File: config.mk
export PLATFORM = sky130hd
export DESIGN_NAME = modulo_medidor_frequencia
export DESIGN_NICKNAME = d
export VERILOG_FILES = /design/src/rtl/modulo_medidor_frequencia_pkg.sv /design/src/rtl/modulo_sincronizador_borda.sv /design/src/rtl/modulo_medidor_frequencia.sv
export SDC_FILE = /design/constraint.sdc
export NUM_CORES = 1
export LEC_CHECK = 0
export BUFFER_PORTS_ARGS = -buffer_cell sky130_fd_sc_hd__buf_2
export CAP_MARGIN = 20
export CELL_PAD_IN_SITES_DETAIL_PLACEMENT = 0
export CELL_PAD_IN_SITES_GLOBAL_PLACEMENT = 1
export CORE_MARGIN = 3
export CORE_UTILIZATION = 41
export CTS_CLUSTER_SIZE = 25
export DETAILED_ROUTE_END_ITERATION = 8
export PLACE_DENSITY_LB_ADDON = 0.1
export SYNTH_ARGS = -nofsm -noshare
export SYNTH_HDL_FRONTEND = slang
export SYNTH_SLANG_ARGS = --single-unit
File: constraint.sdc
create_clock -name clk -period 4.3 [get_ports clk]
set_input_delay 0.215 -clock clk [delete_from_list [all_inputs] [get_ports clk]]
set_output_delay 0.215 -clock clk [all_outputs]
set_load 0.02 [all_outputs]
File: src/rtl/modulo_medidor_frequencia_pkg.sv
// Shared FSM state encoding and default sizes for the period/high-time meter.
package pkg_medidor;

  typedef enum logic [1:0] {
    ST_IDLE = 2'd0,
    ST_WAIT = 2'd1,
    ST_MEAS = 2'd2,
    ST_DONE = 2'd3
  } state_t;

  localparam int CNT_W_DEFAULT = 24;
  localparam int SYNC_DEFAULT  = 2;

endpackage

File: src/rtl/modulo_sincronizador_borda.sv
// Brings the asynchronous measured signal into the clk domain and flags its rising edges.
module modulo_sincronizador_borda
  import pkg_medidor::*;
#(
  parameter int SYNC_STAGES = SYNC_DEFAULT
) (
  input  logic clk,
  input  logic clr,
  input  logic sig_in,
  output logic s,
  output logic rise
);

  logic [SYNC_STAGES-1:0] r_sync;
  logic                   r_s_d;

  always_ff @(posedge clk) begin
    if (clr) begin
      r_sync <= '0;
      r_s_d  <= 1'b0;
    end else begin
      r_sync <= {r_sync[SYNC_STAGES-2:0], sig_in};
      r_s_d  <= r_sync[SYNC_STAGES-1];
    end
  end

  assign s    = r_sync[SYNC_STAGES-1];
  assign rise = s & ~r_s_d;

endmodule

File: src/rtl/modulo_medidor_frequencia.sv
// Captures one period and high time of a slow square wave on request.
// Define MEDIDOR_CONTINUO_EN to keep measuring back-to-back while start is held.
module modulo_medidor_frequencia
  import pkg_medidor::*;
#(
  parameter int CNT_W       = CNT_W_DEFAULT,
  parameter int SYNC_STAGES = SYNC_DEFAULT
) (
  input  logic             clk,
  input  logic             clr,
  input  logic             sig_in,
  input  logic             start,
  output logic             busy,
  output logic             valid,
  output logic [CNT_W-1:0] period,
  output logic [CNT_W-1:0] high_time,
  output logic             overflow
);

  localparam logic [CNT_W-1:0] C_ONE    = {{(CNT_W-1){1'b0}}, 1'b1};
  localparam logic [CNT_W-1:0] C_MAX    = '1;
  localparam logic [CNT_W-1:0] C_MAX_M1 = C_MAX - C_ONE;

  state_t           r_state;
  state_t           w_next;
  logic [CNT_W-1:0] r_cnt;
  logic [CNT_W-1:0] r_hcnt;
  logic [CNT_W-1:0] r_period;
  logic [CNT_W-1:0] r_high;
  logic             r_ovf;
  logic             r_valid;
  logic             w_s;
  logic             w_rise;
  logic             w_start_acc;
  logic             w_open;
  logic             w_capture;
  logic             w_saturate;

  modulo_sincronizador_borda #(
    .SYNC_STAGES(SYNC_STAGES)
  ) u_sinc (
    .clk   (clk),
    .clr   (clr),
    .sig_in(sig_in),
    .s     (w_s),
    .rise  (w_rise)
  );

  // Saturation fires on the cycle the counter would reach all-ones, so it never wraps.
  always_comb begin
    w_next      = r_state;
    w_start_acc = 1'b0;
    w_open      = 1'b0;
    w_capture   = 1'b0;
    w_saturate  = 1'b0;
    case (r_state)
      ST_IDLE: begin
        if (start) begin
          w_start_acc = 1'b1;
          w_next      = ST_WAIT;
        end
      end
      ST_WAIT: begin
        if (w_rise) begin
          w_open = 1'b1;
          w_next = ST_MEAS;
        end else if (r_cnt == C_MAX_M1) begin
          w_saturate = 1'b1;
          w_next     = ST_DONE;
        end
      end
      ST_MEAS: begin
        if (w_rise) begin
          w_capture = 1'b1;
`ifdef MEDIDOR_CONTINUO_EN
          w_open = 1'b1;
          w_next = start ? ST_MEAS : ST_DONE;
`else
          w_next = ST_DONE;
`endif
        end else if (r_cnt == C_MAX_M1) begin
          w_saturate = 1'b1;
          w_next     = ST_DONE;
        end
      end
      ST_DONE: w_next = ST_IDLE;
      default: w_next = ST_IDLE;
    endcase
  end

  always_ff @(posedge clk) begin
    if (clr) begin
      r_state  <= ST_IDLE;
      r_cnt    <= '0;
      r_hcnt   <= '0;
      r_period <= '0;
      r_high   <= '0;
      r_ovf    <= 1'b0;
      r_valid  <= 1'b0;
    end else begin
      r_state <= w_next;
      r_valid <= w_capture | w_saturate;

      if (w_start_acc) begin
        r_cnt <= '0;
        r_ovf <= 1'b0;
      end else if (w_open) begin
        r_cnt  <= C_ONE;
        r_hcnt <= C_ONE;
      end else if (r_state == ST_WAIT || r_state == ST_MEAS) begin
        r_cnt <= r_cnt + C_ONE;
        if (r_state == ST_MEAS && w_s) r_hcnt <= r_hcnt + C_ONE;
      end

      if (w_capture) begin
        r_period <= r_cnt;
        r_high   <= r_hcnt;
      end

      // A timeout while still waiting has seen no high time at all.
      if (w_saturate) begin
        r_period <= C_MAX;
        r_high   <= (r_state == ST_WAIT) ? '0 : r_hcnt;
        r_ovf    <= 1'b1;
      end
    end
  end

  assign busy      = (r_state != ST_IDLE);
  assign valid     = r_valid;
  assign period    = r_period;
  assign high_time = r_high;
  assign overflow  = r_ovf;

endmodule

# After elaboration in Yosys (flattened, before gate mapping)
# Index checks and enable logic that the tools add are counted.
# totals
output_inout_bits	51
inputBits	4
register_bits	103
word_cells	58
# classes
add_sub_neg	2
eq_ne	5
n_reduce_logical	12
n_mux	25
n_bitwise	4
# ops
operator	n
$mux 24	8
$add 24x1->24 const B	2
$eq 24x24->1 const B	1
$mux 1	12
$reduce_bool 2->1	5
$mux 2	4
$pmux 2 s4	1
$eq 2x2->1 const B	2
$reduce_or 2->1	2
$reduce_and 3->1	1
$reduce_or 3->1	1
$eq 2x1->1 const B	1
$logic_not 2->1	1
$ne 2x2->1 const B	1
$not 1->1	2
$and 1x1->1	1
$logic_and 1x1->1	1
$logic_or 1x1->1	1
$or 1x1->1	1

# Longest topological paths before layout
# Gate-level depths: netlist of the first run.
# logic_depth
word_depth	6
mapped_depth	8
depth_no_buf	6

# Hierarchy
# From an unflattened synthesis of the first run, not the netlist that was laid out.
# hier_totals
hier_cells	449
area_unflattened_um2	4342.9
# by_module_without_submodules
mod	area_per_inst_um2	cells_each	instances
modulo_medidor_frequencia	4255.3	442	1
modulo_sincronizador_borda	87.6	7	1

# Least setup slack after synthesis of the first run
# Ideal clock, no wire load.
# synth_timing
kind	reg-to-reg
from	reg r_state[1]
to	reg r_cnt[21]
slack_ps	2161
t_arrival_ps	2018
synth_period_minus_slack_ps	2139
setup_ps	121
t_required_ps	4179
stages_incl_launch_ff	9
path_cell_list	dfxtp_1 > inv_1 > ha_1 > buf_2 > and4_1 > clkbuf_1 > nand4b_1 > nor3_1 > mux2_2
# synth_between
elab_chain_cells	3
word_cells_on_any_way	7
# synth_lines
element	line	source
start: declaration	modulo_medidor_frequencia.sv:24	state_t r_state;
start signal: assignment	modulo_medidor_frequencia.sv:101	r_state <= w_next;
$eq 2x1->1 or $logic_not 2->1 (tied branches)	modulo_medidor_frequencia.sv:56, modulo_medidor_frequencia.sv:110	
$mux 1	modulo_medidor_frequencia.sv:56	case (r_state)
$reduce_or 3->1 (no line)	n/a	
end signal: assignment	modulo_medidor_frequencia.sv:111	r_cnt <= r_cnt + C_ONE;
end: declaration	modulo_medidor_frequencia.sv:26	logic [CNT_W-1:0] r_cnt;
# Several ways; a longest one is shown, not always the timed one.
# A chain may end at the register's enable or synchronous reset.

# Worst setup path after layout of the first run
# Ends and elaborated chain as after synthesis.

==> results of run 1 <==
-- synth_stat cells (2+ instances only) --
cell	n	area share [%]
a211oi_1	2	0.33
a21o_1	2	0.33
a21oi_1	55	6.1
a31oi_1	2	0.28
and2_1	4	0.56
and3_1	2	0.28
and3b_1	2	0.39
and4_1	5	0.97
buf_1	3	0.25
buf_6	2	0.50
clkbuf_1	19	1.6
dfxtp_1	103	46
ha_1	8	2.2
inv_1	14	1.2
mux2_2	2	0.50
mux2i_1	26	5.8
nand2_1	21	1.7
nand2b_1	28	3.9
nand3_1	14	1.6
nand4_1	11	1.5
nand4_2	2	0.56
nor2_1	31	2.6
nor2b_1	9	1.2
nor3_1	10	1.1
nor4_1	7	0.97
o2111ai_1	5	0.97
o21ai_0	16	1.8
o2bb2ai_1	24	4.7
o31ai_1	6	1.0
or2_2	2	0.28
or3_1	16	2.2
or3_2	3	0.50
or4_1	6	1.0
xnor2_1	5	0.97
xor2_1	10	1.9
-- sequential cells by signal, summed over array words and instances, names as in the netlist --
| register | cells |
|---|---|
| u_sinc.r_s_d | 1 |
| high_time | 24 |
| r_state | 2 |
| period | 24 |
| u_sinc.r_sync | 2 |
| valid | 1 |
| r_cnt | 24 |
| overflow | 1 |
| r_hcnt | 24 |
-- worst max-delay path by stage --
stage                     startpoint    endpoint
final                     r_state[1]   r_cnt[21]
after global routing      r_state[1]   r_cnt[21]
after CTS                 r_state[1]  r_hcnt[13]
after detailed placement  r_state[1]  r_hcnt[13]
after global placement    r_state[1]       valid
after floorplan           r_state[1]   r_cnt[21]
-- power by group --
part	internal [mW]	total, mW	switching (mW)
Clock	0.204	0.517	0.313
Sequential	0.959	0.965	0.00603
Combinational	0.0310	0.0950	0.0640
Total	1.19	1.58	0.383
-- kinds of logic after synthesis --
logic type | count (synthesis) | synth area share, %
simple gates | 179 | 22.63
compound gates | 117 | 16.44
flops | 103 | 45.75
buf+inv | 40 | 3.776
mux | 28 | 6.274
xor+xnor | 15 | 2.915
fa+ha+maj | 8 | 2.221
-- worst reg2reg max path: cells and delay by family (launching register included) --
family / cells / cell delay [ns]
flops: 1 / 0.41
fa+ha+maj: 1 / 0.47
buf+inv: 1 / 0.11
simple gates: 3 / 1.08
mux: 1 / 0.36
-- through the flow --
step	power, mW	setup slack, ns	instances
finish	1.577	1.762	673
detailed placement	1.083	1.610	658
CTS	1.601	1.577	672
global route	1.648	1.610	673
global placement	1.082	1.642	656
floorplan	1.060	2.161	490
-- cell type report --
cell class	count	area (um2)	share of cell area (%)
Multi-Input combinational cell	347	2285	45.36
Sequential cell	103	2062	40.93
Timing Repair Buffer	59	322.8	6.408
Tap cell	136	170.2	3.378
Clock buffer	12	135.1	2.683
Inverter	14	52.55	1.043
Clock inverter	2	10.01	0.1987
-- metal layers --
layer / vias to the layer above / wire [um] / share of wire (%)
met4: 0 / 97 / 0.97
met2: 71 / 4081 / 41
met5: - / 0 / 0
met1: 1692 / 5387 / 54
met3: 7 / 474 / 4.7
li1: 1866 / - / -
==> impl_metrics.prom, run 1 <==
# TYPE chip_impl_metric gauge
chip_impl_info{name="outcome",value="finished clean"} 1
chip_impl_metric{name="dpl-instance-area",unit="um2"} 4885
chip_impl_metric{name="global_route.usage.met1",unit="%"} 24.35
chip_impl_metric{name="timing.slew.headroom",unit="%"} 34.40
chip_impl_info{name="timing.hold.worst.class",value="input pin to register"} 1
chip_impl_info{name="rsz0062_at_grt",value="no"} 1
chip_impl_info{name="most_frequent_standard_cell_in_the_layout_excluding_fill_and_tap_cells",value="dfxtp_1"} 1
chip_impl_metric{name="drv.max_cap_violation_count",unit=""} 0
chip_impl_metric{name="tritoncts_buffers",unit=""} 9
chip_impl_metric{name="layout-drive-gt1-share",unit="%"} 15.83
chip_impl_info{name="min_from",value="sig_in"} 1
chip_impl_info{name="critical_path.top_delay_family",value="simple AND/OR/NAND/NOR gates"} 1
chip_impl_metric{name="vias",unit=""} 3636
chip_impl_metric{name="maxClockFrequency",unit="GHz"} 0.3939
chip_impl_metric{name="worst-r2r-setup-slack",unit="ns"} 1.76
chip_impl_metric{name="r2r.worst_path.cells",unit=""} 6
chip_impl_metric{name="critical_path_buf_inv_count",unit=""} 1
chip_impl_metric{name="pin_count",unit=""} 55
chip_impl_metric{name="dieHeight",unit="um"} 110.8
chip_impl_metric{name="detailedPlacementHpwl",unit="um"} 6730
chip_impl_metric{name="async_set_reset_flop_share_out_of_synthesis",unit="%"} 0
chip_impl_metric{name="timing.critical_path.fanout_max",unit=""} 11
chip_impl_metric{name="layout-area-overhead-vs-synth",unit="%"} 11.77
chip_impl_info{name="critical_path.reg2reg.endpoint",value="r_cnt[21]"} 1
chip_impl_metric{name="grt_ovf",unit=""} 0
chip_impl_metric{name="first_pass_grt_wire_length",unit="um"} 17010
chip_impl_metric{name="cp_slowest_stage_delay",unit="ns"} 0.47
chip_impl_metric{name="post_route_setup_tns",unit="ns"} 0
chip_impl_metric{name="initial_utilization",unit="%"} 42.89
chip_impl_info{name="cts_tree",value="done"} 1
chip_impl_metric{name="vias_per_cell",unit=""} 5.403
chip_impl_metric{name="drc",unit=""} 0
chip_impl_info{name="synthFlopType",value="dfxtp_1"} 1
chip_impl_metric{name="power_density_over_cell_area",unit="nW/um2"} 313.0
chip_impl_metric{name="detail_route.iter0.violations",unit=""} 154
chip_impl_metric{name="cts_hold_fix_bufs",unit=""} 0
chip_impl_metric{name="synth.ff_latch_count",unit=""} 103
chip_impl_metric{name="clock-skew-final",unit="ns"} 0.009375
chip_impl_info{name="cpMaxStageDelayCell",value="ha_1"} 1
chip_impl_metric{name="cts.repair.resized",unit=""} 0
chip_impl_metric{name="buffer_ports.inserted",unit=""} 54
chip_impl_metric{name="fin_worst_hold_slack",unit="ns"} 0.06792
chip_impl_metric{name="placement_rows",unit=""} 37
chip_impl_metric{name="aggregate_routed_wire_length",unit="um"} 10040
chip_impl_metric{name="groute.layer.met3.usage",unit="%"} 3.876
chip_impl_metric{name="synthesis.nets",unit=""} 502
chip_impl_metric{name="number_of_distinct_library_cells_after_synthesis",unit=""} 48
chip_impl_metric{name="design.die.area",unit="um2"} 12290
chip_impl_metric{name="worst-path-stages",unit=""} 6
chip_impl_metric{name="path_clk_slew",unit="ns"} 0.09
chip_impl_info{name="crit_chain",value="inv_1 -> ha_1 -> and4_1 -> nand4b_1 -> nor3_1 -> mux2_2"} 1
chip_impl_info{name="layout.cells.most_common_list",value="dfxtp_1, a21oi_1, buf_2"} 1
chip_impl_metric{name="setup_viol",unit=""} 0
chip_impl_metric{name="postLayoutCellArea",unit="um2"} 5037
chip_impl_metric{name="grt_antenna_before_repair",unit=""} 0
chip_impl_metric{name="crit_required",unit="ns"} 4.56
chip_impl_metric{name="first_global_vias",unit=""} 3382
chip_impl_info{name="critical_path.reg2reg.startpoint",value="r_state[1]"} 1
chip_impl_metric{name="post-route-util",unit="%"} 47.93
chip_impl_metric{name="final.period_utilization",unit="%"} 59.03
chip_impl_metric{name="cts.sinks",unit=""} 103
chip_impl_metric{name="firstDrtPassIters",unit=""} 4
chip_impl_metric{name="synth_edf_count",unit=""} 0
chip_impl_metric{name="worst_ep_arrival_time",unit="ns"} 2.80
chip_impl_info{name="clock_tree.root_cell",value="clkbuf_8"} 1
chip_impl_metric{name="hold_depth",unit=""} 2
chip_impl_metric{name="antenna_left",unit=""} 0
chip_impl_info{name="timing.critical_path.from_type",value="register"} 1
chip_impl_info{name="start_to_end_type_of_the_worst_setup_path",value="register to register"} 1
chip_impl_info{name="holdPathEnd",value="u_sinc.r_sync[0]"} 1
chip_impl_info{name="setup.worst_path.end_class",value="register"} 1
chip_impl_metric{name="timing_max_transition_violations_final",unit=""} 0
chip_impl_metric{name="gr-usage-met2",unit="%"} 23.75
chip_impl_metric{name="tightestPinTransition",unit="ns"} 0.9839
chip_impl_metric{name="floorplan.core_area",unit="um2"} 10510
chip_impl_metric{name="timing.final.hold_violations",unit=""} 0
chip_impl_metric{name="post_cts.repair.setup_buffers",unit=""} 0
chip_impl_metric{name="syn-mean-instance-area",unit="um2"} 9.198
chip_impl_metric{name="grt_use_total",unit="%"} 16.59
chip_impl_metric{name="cellLeakagePower",unit="nW"} 1.914
chip_impl_metric{name="netlist_area",unit="um2"} 4507
chip_impl_info{name="grt.busiest_layer",value="met1"} 1
chip_impl_metric{name="timing.final.crit_period",unit="ns"} 2.538
chip_impl_metric{name="gp_congestion",unit=""} 0.7314
chip_impl_metric{name="power.ir.vdd_worst",unit="uV"} 170.0
chip_impl_metric{name="cts_buffer_depth",unit=""} 2
chip_impl_metric{name="synthesis.instances",unit=""} 490
chip_impl_metric{name="grt_max_degree",unit=""} 62
chip_impl_metric{name="die_w",unit="um"} 110.8
chip_impl_metric{name="cts.htree.levels",unit=""} 3
chip_impl_metric{name="worst_skew_pair.late_latency",unit="ns"} 0.37
chip_impl_metric{name="filler_cell_count",unit=""} 1029
chip_impl_metric{name="insertedDiodeCount",unit=""} 0
chip_impl_metric{name="synthesis.yosys.warnings",unit=""} 0
chip_impl_metric{name="post_drt_wl_per_cell",unit="um"} 14.92
chip_impl_metric{name="yosysSeqAreaShare",unit="%"} 45.75
chip_impl_metric{name="design.final.nets",unit=""} 546
No activity file was read; power rests on OpenSTA's default activity.
==> run 2, diff against run 1 <==
==> constraint.sdc (replaced) <==
create_clock -name clk -period 2.35 [get_ports clk]
set_input_delay 0.1175 -clock clk [delete_from_list [all_inputs] [get_ports clk]]
set_output_delay 0.1175 -clock clk [all_outputs]
set_load 0.02 [all_outputs]
==> run 2 against run 1 <==
Register-to-register slack got worse by 1.6 ns. Sequential power rose by 83%. Count of clock-buffer cells in the layout did not move. Total power rose by 91%. First-iteration DRC count rose by 2.6%. Final cell count rose by 2.2%. Critical path type unchanged. Clock power rose by 110%. Routed wire length rose by 0.53%. Utilization rose by 1.3 points.
==> impl_metrics.prom, run 2 (synthesis results as in run 1) <==
# TYPE chip_impl_metric gauge
chip_impl_info{name="outcome",value="finished clean"} 1
chip_impl_metric{name="gp_congestion",unit=""} 0.7682
chip_impl_metric{name="aggregate_routed_wire_length",unit="um"} 10090
chip_impl_metric{name="fin_worst_hold_slack",unit="ns"} 0.1536
chip_impl_metric{name="overall_power",unit="mW"} 3.017
chip_impl_info{name="layout.cells.most_common_list",value="dfxtp_1, a21oi_1, buf_2"} 1
chip_impl_metric{name="layout-drive-gt1-share",unit="%"} 18.48
chip_impl_metric{name="grt_ovf",unit=""} 0
chip_impl_info{name="clock_tree.root_cell",value="clkbuf_8"} 1
chip_impl_info{name="cts_tree",value="done"} 1
chip_impl_metric{name="die_w",unit="um"} 110.8
chip_impl_info{name="most_frequent_standard_cell_in_the_layout_excluding_fill_and_tap_cells",value="dfxtp_1"} 1
chip_impl_metric{name="cp_slowest_stage_delay",unit="ns"} 0.42
chip_impl_info{name="cpMaxStageDelayCell",value="ha_1"} 1
chip_impl_metric{name="design.final.nets",unit=""} 560
chip_impl_metric{name="layout-area-overhead-vs-synth",unit="%"} 14.91
chip_impl_metric{name="first_pass_grt_wire_length",unit="um"} 17200
chip_impl_metric{name="power.ir.vdd_worst",unit="uV"} 320.3
chip_impl_metric{name="timing.final.hold_violations",unit=""} 0
chip_impl_metric{name="clock-skew-final",unit="ns"} 0.01247
chip_impl_metric{name="power_density_over_cell_area",unit="nW/um2"} 582.6
chip_impl_info{name="crit_chain",value="inv_1 -> ha_1 -> and2_2 -> o2111ai_1 -> buf_4 -> or4_1 -> a21oi_1"} 1
chip_impl_info{name="timing.critical_path.from_type",value="register"} 1
chip_impl_metric{name="antenna_left",unit=""} 0
chip_impl_metric{name="design.die.area",unit="um2"} 12290
chip_impl_metric{name="first_global_vias",unit=""} 3426
chip_impl_info{name="timing.hold.worst.class",value="input pin to register"} 1
chip_impl_metric{name="timing_max_transition_violations_final",unit=""} 0
chip_impl_metric{name="maxClockFrequency",unit="GHz"} 0.4551
chip_impl_info{name="setup.worst_path.end_class",value="register"} 1
chip_impl_metric{name="vias",unit=""} 3726
chip_impl_metric{name="buffer_ports.inserted",unit=""} 54
chip_impl_metric{name="worst-r2r-setup-slack",unit="ns"} 0.15
chip_impl_info{name="rsz0062_at_grt",value="no"} 1
chip_impl_metric{name="worst_skew_pair.late_latency",unit="ns"} 0.37
chip_impl_metric{name="detailedPlacementHpwl",unit="um"} 6987
chip_impl_metric{name="cellLeakagePower",unit="nW"} 1.980
chip_impl_metric{name="postLayoutCellArea",unit="um2"} 5179
chip_impl_metric{name="setup_viol",unit=""} 0
chip_impl_metric{name="placement_rows",unit=""} 37
chip_impl_metric{name="worst_ep_arrival_time",unit="ns"} 2.50
chip_impl_metric{name="grt_max_degree",unit=""} 44
chip_impl_metric{name="count_of_non_filler_cells_in_the_finished_layout",unit=""} 688
chip_impl_info{name="start_to_end_type_of_the_worst_setup_path",value="register to register"} 1
chip_impl_metric{name="tightestPinTransition",unit="ns"} 0.5289
chip_impl_metric{name="drc",unit=""} 0
chip_impl_metric{name="post_drt_wl_per_cell",unit="um"} 14.67
chip_impl_metric{name="post_route_setup_tns",unit="ns"} 0
chip_impl_metric{name="dpl-instance-area",unit="um2"} 4975
chip_impl_metric{name="dieHeight",unit="um"} 110.8
chip_impl_metric{name="crit_required",unit="ns"} 2.65
chip_impl_metric{name="tritoncts_buffers",unit=""} 9
chip_impl_metric{name="timing.critical_path.fanout_max",unit=""} 15
chip_impl_metric{name="drv.max_cap_violation_count",unit=""} 0
chip_impl_metric{name="path_clk_slew",unit="ns"} 0.09
chip_impl_metric{name="vias_per_cell",unit=""} 5.416
chip_impl_metric{name="timing.final.crit_period",unit="ns"} 2.197
chip_impl_metric{name="grt_use_total",unit="%"} 16.60
chip_impl_metric{name="final.period_utilization",unit="%"} 93.51
chip_impl_metric{name="cts.sinks",unit=""} 103
chip_impl_metric{name="initial_utilization",unit="%"} 42.89
chip_impl_metric{name="final_critical_path_setup_slack",unit="ns"} 0.1525
chip_impl_metric{name="timing.slew.headroom",unit="%"} 64.67
chip_impl_metric{name="floorplan.core_area",unit="um2"} 10510
chip_impl_metric{name="post_cts.repair.setup_buffers",unit=""} 0
chip_impl_metric{name="post-route-util",unit="%"} 49.28
chip_impl_metric{name="grt_antenna_before_repair",unit=""} 0
chip_impl_metric{name="cts_buffer_depth",unit=""} 2
chip_impl_metric{name="cts.htree.levels",unit=""} 3
chip_impl_metric{name="dp_cells",unit=""} 672
chip_impl_metric{name="insertedDiodeCount",unit=""} 0
chip_impl_metric{name="firstDrtPassIters",unit=""} 4
chip_impl_metric{name="pin_count",unit=""} 55
chip_impl_metric{name="preCtsSetupSlack",unit="ns"} 0.04314
chip_impl_metric{name="detail_route.iter0.violations",unit=""} 158
chip_impl_metric{name="filler_cell_count",unit=""} 1027
## run 2: worst max-delay path, delay by kind of cell (launching register included)
family          cells  cell delay, ns
buf+inv             2            0.32
fa+ha+maj           1            0.42
flops               1            0.41
compound gates      2            0.30
simple gates        2            0.69
## run 2: layer usage
layer / vias up / track usage, % / share of wire, %
met1: 1764 / 25.07 / 55
met4: 0 / 5.337 / 1.3
met2: 62 / 23.62 / 41
met5: - / 0 / 0
li1: 1888 / - / -
met3: 12 / 3.166 / 3.1
## run 2: cell type report
cell class              instances  area [um2]  area share, %
flip-flops and latches        103        2062          39.82
multi-input cells             347        2298          44.38
clock inverters                 3       45.04         0.8698
clock buffers                  12       135.1          2.609
inverters                      14       52.55          1.015
well taps                     136       170.2          3.286
repair buffers                 73       415.4          8.021
## run 2: path summary, 6_finish.rpt
path,startpoint,end,depth (start not counted)
setup / recovery,r_state[1],r_hcnt[13],7
hold / removal,clr,period[20],2
setup reg to reg,r_state[1],r_hcnt[13],7
hold reg to reg,u_sinc.r_sync[0],u_sinc.r_sync[1],1
## run 2: report_power, final
part / leakage [nW] / switching [mW] / internal (mW)
combinational: 1.07 / 0.122 / 0.0643
sequential: 0.830 / 0.0116 / 1.75
clock: 0.0827 / 0.576 / 0.489
## run 2: what timing repair did
action,4_1_cts,5_1_grt
resized for setup,0,3
setup endpoints to repair,0,10
endpoints found under the hold margin,1,0
hold buffers,1,0
==> run 3, diff against run 2 <==
--- a/config.mk
+++ b/config.mk
@@ -7,10 +7,10 @@
 export LEC_CHECK = 0
 export BUFFER_PORTS_ARGS = -buffer_cell sky130_fd_sc_hd__buf_2
 export CAP_MARGIN = 20
-export CELL_PAD_IN_SITES_DETAIL_PLACEMENT = 0
-export CELL_PAD_IN_SITES_GLOBAL_PLACEMENT = 1
+export CELL_PAD_IN_SITES_DETAIL_PLACEMENT = 1
+export CELL_PAD_IN_SITES_GLOBAL_PLACEMENT = 2
 export CORE_MARGIN = 3
-export CORE_UTILIZATION = 41
+export CORE_UTILIZATION = 36
 export CTS_CLUSTER_SIZE = 25
 export DETAILED_ROUTE_END_ITERATION = 8
 export PLACE_DENSITY_LB_ADDON = 0.1
==> run 3 against run 2 <==
Via count up 2.1%. Clock power up 47%. Combinational power up 8%. Clock skew down 0.0047 ns. Count of clock-buffer cells in the layout up 1. Critical path depth unchanged. Non-clock buffer count up 1. Maximum frequency down 0.31%. Critical endpoint is now r_hcnt[7]. Largest cell class unchanged.
==> impl_metrics.prom, run 3 (synthesis results as in run 1) <==
# TYPE chip_impl_metric gauge
chip_impl_info{name="outcome",value="finished clean"} 1
chip_impl_metric{name="filler_cell_count",unit=""} 1452
chip_impl_metric{name="placement_rows",unit=""} 40
chip_impl_metric{name="cts.sinks",unit=""} 103
chip_impl_metric{name="cellLeakagePower",unit="nW"} 2.058
chip_impl_info{name="setup.worst_path.end_class",value="register"} 1
chip_impl_metric{name="setup_viol",unit=""} 0
chip_impl_metric{name="multi_input_comb_area",unit="um2"} 2311
chip_impl_info{name="cpMaxStageDelayCell",value="ha_2"} 1
chip_impl_info{name="clock_tree.root_cell",value="clkbuf_16"} 1
chip_impl_metric{name="overall_power",unit="mW"} 3.531
chip_impl_info{name="most_frequent_standard_cell_in_the_layout_excluding_fill_and_tap_cells",value="dfxtp_1"} 1
chip_impl_metric{name="gp_congestion",unit=""} 0.7585
chip_impl_metric{name="grt_max_degree",unit=""} 34
chip_impl_metric{name="timing.slew.headroom",unit="%"} 64.45
chip_impl_metric{name="hold_depth",unit=""} 4
chip_impl_metric{name="timing_max_transition_violations_final",unit=""} 0
chip_impl_metric{name="vias",unit=""} 3803
chip_impl_metric{name="layout-area-overhead-vs-synth",unit="%"} 19.13
chip_impl_metric{name="initial_utilization",unit="%"} 37.21
chip_impl_metric{name="power.ir.vdd_worst",unit="uV"} 330.8
chip_impl_metric{name="grt_use_total",unit="%"} 17.55
chip_impl_metric{name="first_pass_grt_wire_length",unit="um"} 20180
chip_impl_metric{name="timing.final.crit_period",unit="ns"} 2.204
chip_impl_metric{name="drc",unit=""} 0
chip_impl_metric{name="design.die.area",unit="um2"} 13900
chip_impl_metric{name="worst-path-stages",unit=""} 7
chip_impl_metric{name="cp_slowest_stage_delay",unit="ns"} 0.42
chip_impl_metric{name="final.period_utilization",unit="%"} 93.80
chip_impl_metric{name="detail_route.iter0.violations",unit=""} 185
chip_impl_info{name="cts_tree",value="done"} 1
chip_impl_metric{name="cts_buffer_depth",unit=""} 2
chip_impl_metric{name="vias_per_cell",unit=""} 5.267
chip_impl_metric{name="timing.critical_path.fanout_max",unit=""} 15
chip_impl_info{name="critical_path.top_delay_family",value="simple AND/OR/NAND/NOR gates"} 1
chip_impl_metric{name="path_clk_slew",unit="ns"} 0.07
chip_impl_metric{name="layout-drive-gt1-share",unit="%"} 19.49
chip_impl_metric{name="die_w",unit="um"} 117.9
chip_impl_metric{name="buffer_ports.inserted",unit=""} 54
chip_impl_metric{name="antenna_left",unit=""} 0
chip_impl_metric{name="worst_ep_arrival_time",unit="ns"} 2.49
chip_impl_metric{name="post_drt_wl_per_cell",unit="um"} 16.14
chip_impl_metric{name="floorplan.core_area",unit="um2"} 12110
chip_impl_info{name="layout.cells.most_common_list",value="dfxtp_1, a21oi_1, buf_2"} 1
chip_impl_info{name="crit_chain",value="inv_1 -> ha_2 -> and2_2 -> o2111ai_1 -> buf_4 -> or3_2 -> a21oi_1"} 1
chip_impl_metric{name="detailedPlacementHpwl",unit="um"} 8041
chip_impl_metric{name="maxClockFrequency",unit="GHz"} 0.4537
chip_impl_metric{name="critical_path_buf_inv_count",unit=""} 2
chip_impl_metric{name="cts.htree.levels",unit=""} 3
chip_impl_metric{name="power_density_over_cell_area",unit="nW/um2"} 657.8
chip_impl_metric{name="crit_required",unit="ns"} 2.64
chip_impl_info{name="timing.hold.worst.class",value="input pin to register"} 1
chip_impl_metric{name="design.final.nets",unit=""} 561
chip_impl_metric{name="clock-skew-final",unit="ns"} 0.007772
chip_impl_metric{name="seq_area",unit="um2"} 2062
chip_impl_metric{name="firstDrtPassIters",unit=""} 4
chip_impl_metric{name="count_of_non_filler_cells_in_the_finished_layout",unit=""} 722
chip_impl_metric{name="timing.final.hold_violations",unit=""} 0
chip_impl_metric{name="worst_skew_pair.late_latency",unit="ns"} 0.35
chip_impl_metric{name="pin_count",unit=""} 55
chip_impl_info{name="timing.critical_path.from_type",value="register"} 1
chip_impl_metric{name="insertedDiodeCount",unit=""} 0
chip_impl_metric{name="r2r.worst_path.cells",unit=""} 7
chip_impl_metric{name="dieHeight",unit="um"} 117.9
chip_impl_metric{name="drv.max_cap_violation_count",unit=""} 0
chip_impl_metric{name="aggregate_routed_wire_length",unit="um"} 11660
chip_impl_metric{name="grt_ovf",unit=""} 0
chip_impl_info{name="start_to_end_type_of_the_worst_setup_path",value="register to register"} 1
chip_impl_metric{name="dp_cells",unit=""} 702
chip_impl_metric{name="tritoncts_buffers",unit=""} 9
chip_impl_metric{name="first_global_vias",unit=""} 3869
chip_impl_metric{name="grt_antenna_before_repair",unit=""} 0
chip_impl_metric{name="tightestPinTransition",unit="ns"} 0.5332
run 3: changes by cell type in the layout (fill, tap and decap cells not counted), sizes merged:
cell      delta
clkinv       +2
clkinvlp     -2
buf          +1
clkbuf       +1
run 3: final cells by class:
class	instances	area share, %
clock buffers	13	5.034
inverters	14	0.9788
clock inverters	3	0.7457
flip-flops and latches	103	38.41
well taps	168	3.915
multi-input cells	347	43.04
repair buffers	74	7.877
run 3: final timing paths:
check	slack, ns	end	from
worst min register to register	0.44	u_sinc.r_sync[1]	u_sinc.r_sync[0]
worst max register to register	0.15	r_hcnt[7]	r_state[1]
worst min-delay path	0.19	overflow	start
worst max-delay path	0.15	r_hcnt[7]	r_state[1]
run 3: per-layer routing:
metal  wire [um]  GRT usage (%)  part of all wire (%)
met5           0              0                     0
met1        6140          25.81                    53
met3         392          3.748                   3.4
met4         181          6.300                   1.6
met2        4941          25.15                    42
run 3: stage by stage:
stage	util (%)	area (um2)	setup slack [ns]	setup TNS (ns)	hold WS, ns
after floorplan	-	4507	0.2112	0	0.2457
after global placement	41.28	5000	0.1197	0	0.3371
after detailed placement	41.28	5000	-0.02716	-0.07428	0.3601
after CTS	43.93	5320	-0.04125	-0.1208	0.1723
after global routing	44.33	5369	-0.008500	-0.008500	0.2068
final	44.33	5369	0.1457	0	0.1928
run 3: report_power, final:
part	switching (mW)	internal [mW]	leakage, nW
clock	0.654	0.911	0.156
sequential	0.0113	1.76	0.830
combinational	0.132	0.0681	1.07
total	0.798	2.73	2.06
run 3: what timing repair did:
action | CTS | global route
gates resized for setup | 0 | 6
pin swaps | 0 | 1
endpoints found under the setup margin | 4 | 19
buffers inserted | 0 | 3
endpoints found under the hold margin | 1 | 0
hold buffers | 1 | 0
run 3: worst register-to-register path: cells and delay by family, from the launching register on:
family / cells / cell delay (ns)
DFF: 1 / 0.41
AOI/OAI and AO/OA: 2 / 0.29
buffers and inverters: 2 / 0.33
and+or+nand+nor: 2 / 0.69
adders and majority gates: 1 / 0.42
